===== src/rtl/simple_transposer_if.sv =====
// Valid-ready stream bundle shared by the input and output sides of the transposer.
interface simple_transposer_if #(
    parameter int unsigned DataWidth = 64
) ();
    logic [DataWidth-1:0] data;
    logic                 valid;
    logic                 ready;

    modport master (output data, output valid, input ready);
    modport slave  (input data, input valid, output ready);
endinterface


===== src/rtl/simple_transposer.sv =====
// Block transposer: fills a NumElems x NumElems element matrix from input beats,
// then replays it row-by-row or column-by-column on the output stream.
module simple_transposer #(
    parameter int unsigned ElemWidth = 8,
    parameter int unsigned NumElems  = 8
) (
    input  logic                  clk_i,
    input  logic                  rst_ni,
    simple_transposer_if.slave    in_s,
    simple_transposer_if.master   out_m,
    input  logic                  transpose_en_i,
    output logic                  busy_o
);
    localparam int unsigned DataWidth = ElemWidth * NumElems;
    localparam int unsigned CntWidth  = $clog2(NumElems);
    localparam logic [CntWidth-1:0] LastIdx = CntWidth'(NumElems - 1);

    // state | meaning
    // FILL  | accepting input beats into matrix rows, output idle
    // DRAIN | replaying the stored block, input stalled
    typedef enum logic {
        FILL  = 1'b0,
        DRAIN = 1'b1
    } state_e;

    state_e                                          state_q;
    logic [CntWidth-1:0]                             wr_cnt_q;
    logic [CntWidth-1:0]                             rd_cnt_q;
    logic [NumElems-1:0][NumElems-1:0][ElemWidth-1:0] matrix_q;
    logic                                            mode_q;
    logic                                            ready_q;
    logic                                            valid_q;

    logic [NumElems-1:0][ElemWidth-1:0] col_sel;
    logic [DataWidth-1:0]               data_sel;

    always_ff @(posedge clk_i or negedge rst_ni) begin
        if (!rst_ni) begin
            state_q  <= FILL;
            wr_cnt_q <= '0;
            rd_cnt_q <= '0;
            matrix_q <= '0;
            mode_q   <= 1'b0;
            ready_q  <= 1'b1;
            valid_q  <= 1'b0;
        end else begin
            case (state_q)
                FILL: begin
                    // ready_q is high throughout FILL, so valid alone marks a handshake
                    if (in_s.valid) begin
                        matrix_q[wr_cnt_q] <= in_s.data;
                        if (wr_cnt_q == '0) begin
                            mode_q <= transpose_en_i;
                        end
                        if (wr_cnt_q == LastIdx) begin
                            wr_cnt_q <= '0;
                            rd_cnt_q <= '0;
                            state_q  <= DRAIN;
                            ready_q  <= 1'b0;
                            valid_q  <= 1'b1;
                        end else begin
                            wr_cnt_q <= wr_cnt_q + CntWidth'(1);
                        end
                    end
                end
                DRAIN: begin
                    if (out_m.ready) begin
                        if (rd_cnt_q == LastIdx) begin
                            rd_cnt_q <= '0;
                            state_q  <= FILL;
                            ready_q  <= 1'b1;
                            valid_q  <= 1'b0;
                        end else begin
                            rd_cnt_q <= rd_cnt_q + CntWidth'(1);
                        end
                    end
                end
                default: begin
                    state_q <= FILL;
                    ready_q <= 1'b1;
                    valid_q <= 1'b0;
                end
            endcase
        end
    end

    // Output mux only reads registered state, keeping ready/valid paths flop-to-port.
    always_comb begin
        col_sel = '0;
        for (int unsigned r = 0; r < NumElems; r++) begin
            col_sel[CntWidth'(r)] = matrix_q[CntWidth'(r)][rd_cnt_q];
        end
        data_sel = '0;
        if (state_q == DRAIN) begin
            data_sel = mode_q ? col_sel : matrix_q[rd_cnt_q];
        end
    end

    assign in_s.ready  = ready_q;
    assign out_m.valid = valid_q;
    assign out_m.data  = data_sel;
    assign busy_o      = (state_q == DRAIN) | (wr_cnt_q != '0);

endmodule


===== src/flat_wrapper.sv =====
// flat-port wrapper written by rule: the top's interface ports become plain ports
module simple_transposer_flat 
#(
    parameter int unsigned ElemWidth = 8,
    parameter int unsigned NumElems  = 8
)
  (clk_i, rst_ni, transpose_en_i, busy_o, in_s_data, in_s_valid, in_s_ready, out_m_data, out_m_valid, out_m_ready);
  simple_transposer_if #(.DataWidth(((8) * (8)))) in_s_i ();
  simple_transposer_if #(.DataWidth(((8) * (8)))) out_m_i ();
  input  logic clk_i;
  input  logic rst_ni;
  input  logic transpose_en_i;
  output logic busy_o;
  input wire logic [$bits(in_s_i.data)-1:0] in_s_data;
  input wire logic [$bits(in_s_i.valid)-1:0] in_s_valid;
  output wire logic [$bits(in_s_i.ready)-1:0] in_s_ready;
  output wire logic [$bits(out_m_i.data)-1:0] out_m_data;
  output wire logic [$bits(out_m_i.valid)-1:0] out_m_valid;
  input wire logic [$bits(out_m_i.ready)-1:0] out_m_ready;
  assign in_s_i.data = in_s_data;
  assign in_s_i.valid = in_s_valid;
  assign in_s_ready = in_s_i.ready;
  assign out_m_data = out_m_i.data;
  assign out_m_valid = out_m_i.valid;
  assign out_m_i.ready = out_m_ready;
  simple_transposer #(.ElemWidth(ElemWidth), .NumElems(NumElems)) u_core (.clk_i(clk_i), .rst_ni(rst_ni), .in_s(in_s_i), .out_m(out_m_i), .transpose_en_i(transpose_en_i), .busy_o(busy_o));
endmodule

===== config.mk =====
export PLATFORM = sky130hd
export DESIGN_NAME = simple_transposer_flat
export DESIGN_NICKNAME = d
export VERILOG_FILES = /design/src/rtl/simple_transposer_if.sv /design/src/rtl/simple_transposer.sv /design/src/flat_wrapper.sv
export SDC_FILE = /design/constraint.sdc
export NUM_CORES = 1
export LEC_CHECK = 0
export BUFFER_PORTS_ARGS = -buffer_cell sky130_fd_sc_hd__buf_4
export CAP_MARGIN = 20
export CORE_UTILIZATION = 55
export CTS_BUF_LIST = sky130_fd_sc_hd__clkbuf_8
export CTS_CLUSTER_SIZE = 30
export DETAILED_ROUTE_END_ITERATION = 16
export PLACE_DENSITY = 0.76
export SLEW_MARGIN = 20
export SYNTH_ARGS = -nofsm -noshare
export SYNTH_HDL_FRONTEND = slang
export SYNTH_SLANG_ARGS = --single-unit

===== constraint.sdc =====
create_clock -name clk_i -period 1.74 [get_ports clk_i]
set_input_delay 0.174 -clock clk_i [delete_from_list [all_inputs] [get_ports clk_i]]
set_output_delay 0.174 -clock clk_i [all_outputs]
set_load 0.01 [all_outputs]

==> flow_metrics.tcl <==
set metrics [dict create \
    syn_area_per_cell_um2 15.13 \
    stdcell_area_um2 38650 \
    drt_iter0_markers 2779 \
    grt_pass1_wl_um 140300 \
    switching_share_pct 38.84 \
    cpMostUsedCell "buf_4" \
    fin_crit_ps 2970 \
    firstDrtPassIters 5 \
    clockBufferDepth 3 \
    power_density_nw_per_um2 2226 \
    fillerInstances 2464 \
    gr-total-overflow 0 \
    drc_errors 0 \
    fin_ws_ps -1230 \
    synthFlopType "dfrtp_1" \
    rsz0062_at_grt "yes" \
    synth-edff-count 0 \
    synthXorXnorAreaFrac_pct 0 \
    core_um2 49360 \
    cts_tree "yes" \
    yosysWarningCount 0 \
    synth.net_count 1909 \
    yosys.cell_types.count 41 \
    syn_inst 1835 \
    gp_congestion 0.9069 \
    synth-simple-area-share_pct 2.118 \
    internal_power_mw 52.62 \
    antenna_found_initial 1 \
    diodes 0 \
    layout-drive-gt1-share_pct 64.76 \
    start_util_pct 56.26 \
    netSwitchingPower_mw 33.41 \
    ir_drop_mv 1.177 \
    pwr-share-clk_pct 14.5 \
    max_freq_ghz 0.3367 \
    layout.nets 2453 \
    relSlewSlack_pct 64.49 \
    drt-total-wl_um 104900 \
    cp-end-kind "output pin" \
    rows 81 \
    max_stage_delay_ps 440 \
    async_flop_share_pct 100.0 \
    worst_ep_arrival_time_ps 2800 \
    path_cells "buf_12 > buf_8 > buf_4 > mux2i_1 > o22ai_2 > o31ai_2 > buf_4 > a21oi_2 > buf_4" \
    die_x_um 226.7 \
    cap_viol_max_count 0 \
    synthAdderAreaFrac_pct 0.2253 \
    synth_top_family_by_area "multiplexers" \
    vias 21880 \
    hold_viol_final 0 \
    critPathTopFamily "buffers and inverters" \
    synthMuxAreaShare_pct 42.98 \
    dieArea_um2 51390 \
    detail-route-antenna-nets 0 \
    ys_ff_latch 522 \
    finalSetupViolCount 577 \
    leakagePower_nw 16.80 \
    slew_viol_final 0 \
    outcome "finished with violations" \
    placed_cell_area_um2 31520 \
    combPwrFrac_pct 57.2 \
    finalCritPeriodShare_pct 170.7 \
    wire_per_inst_um 33.70 \
    io_buffers 135 \
    cts_buffers 87 \
    synth_compound_area_share_pct 4.258 \
    track_usage_pct 37.25 \
    criticalPathCategory "reg2out" \
    clock_skew_ps 23.92 \
    clkTransAtPathRegs_ps 80 \
    ff2ff_setup_slack_ps -300 \
    mappedNetlistArea_um2 27770 \
    grt_max_degree 86 \
    clock-sinks 522 \
    critPathLaunchType "flip-flop" \
    critPathBufInv 5 \
    slowest_stage "dfrtp_4" \
    violations "negative setup slack" \
    crit_required_ps 1570 \
    area_growth_pct 39.20 \
    clock-root-buffer "clkbuf_8" \
    viasPerCell 7.027 \
    final_util_pct 78.31 \
    tightest_slew_ps 532.6 \
    yosysSeqAreaShare_pct 47.05 \
    fp.dieH_um 226.7 \
    cts_max_level 3 \
    clock_latency_ps 680 \
    grt_pass1_vias 22010 \
    dpl.hpwl_um 55230 \
    cp_max_fo 13 \
    ios 136 \
    power_frac_seq_pct 28.4 \
    min_path_type "in2async" \
]
worst paths after layout:
check,from,to,depth (start not counted)
setup / recovery,u_core.rd_cnt_q[1],out_m_data[35],9
hold / removal,rst_ni,u_core.in_s.ready,2
setup reg to reg,u_core.state_q,u_core.matrix_q[171],9
hold reg to reg,u_core.matrix_q[363],u_core.matrix_q[363],1
max in group asynchronous,rst_ni,u_core.rd_cnt_q[2],3
min in group clk_i,transpose_en_i,u_core.mode_q,3
layout make-up:
| class | count | area [um2] | area share, % |
|---|---|---|---|
| Multi-Input combinational cell | 1156 | 15510 | 40.14 |
| Sequential cell | 522 | 13080 | 33.84 |
| Timing Repair Buffer | 608 | 7221 | 18.68 |
| Clock buffer | 121 | 1665 | 4.309 |
| Tap cell | 664 | 830.8 | 2.149 |
| Clock inverter | 38 | 317.8 | 0.8222 |
| Inverter | 4 | 22.52 | 0.05827 |
layout by cell type (no fill, tap or decap), types with 67 or more instances in the layout:
master,instances
dfrtp_1,516
buf_12,85
clkbuf_8,121
dlygate4sd3_1,68
mux2_4,197
mux2i_1,110
buf_4,314
mux2_2,311
mux4_2,199
buf_6,67
layer usage:
layer  track usage [%]  up-vias  routed length [um]
li1                  -     8268                   -
met4             16.61        0                6926
met3             9.213      520               12430
met5                 0        -                   0
met1             50.61    11310               37940
met2             56.97     1781               47620
through the flow:
stage	hold WS [ps]	power (mW)	instances	setup TNS (ps)	setup slack, ps
6_report	167.2	86.04	3113	-150450	-1230
5_1_grt	155.4	88.39	3113	-168280	-1226
4_1_cts	126.3	78.69	3048	-100520	-1119
3_5_place_dp	83.34	60.29	2732	-28630	-467.3
3_3_place_gp	76.75	59.11	2732	-25610	-490.2
2_1_floorplan	-121.6	45.99	1835	-1784	-20.62
kinds of logic after synthesis:
| logic type | Yosys count |
|---|---|
| AND/OR/NAND/NOR | 112 |
| flip-flops | 522 |
| buffers and inverters | 157 |
| AO/OA/AOI/OAI | 183 |
| adder cells (fa/ha/maj) | 5 |
| multiplexers | 856 |
Yosys cell counts, types with 13 or more instances:
master	number	area (um2)
nor2b_1	13	81.33
o21ai_0	13	65.06
o22ai_1	86	538.0
buf_4	38	285.3
clkbuf_1	37	138.9
nand2_1	28	105.1
nor3_1	25	125.1
mux2_2	442	4977
mux2_4	60	900.9
mux4_2	199	4482
a211oi_1	23	172.7
buf_2	61	305.3
buf_6	17	191.4
nor2_1	20	75.07
mux2_1	19	214.0
mux2i_1	136	1361
dfrtp_1	521	13040
a22oi_1	13	97.59
a21oi_1	26	130.1
repair_timing:
| action | CTS | global route |
|---|---|---|
| setup buffers | 60 | 60 |
| setup endpoints to repair | 389 | 578 |
| pin swaps | 51 | 67 |
| hold buffers | 69 | 0 |
| gates cloned | 30 | 21 |
| endpoints found under the hold margin | 1043 | 0 |
| resized for setup | 260 | 290 |
power groups by stage:
stage	sequential (mW)	combinational (mW)	clock, mW
CTS	23.2	43.2	12.3
global placement	23.2	35.9	0
finish	24.4	49.2	12.4
detailed placement	23.5	36.8	0
floorplan	21.0	25.0	0
global route	24.6	50.8	13.0
worst reg2reg max path, stage by stage, from the launching register on:
cell	delay, ps
dfrtp_1	410
buf_6	150
nor2_4	120
nand2_2	90
buf_6	130
nor3_4	160
buf_12	170
buf_16	200
clkbuf_16	200
mux2_4	300
registers in the layout (all words and copies together), names as in the netlist:
name and count:
u_core.in_s.ready 1, u_core.matrix_q 512, u_core.mode_q 1, u_core.out_m.valid 1, u_core.rd_cnt_q 3, u_core.state_q 1, u_core.wr_cnt_q 3
Power figures use the tool's default switching activity.
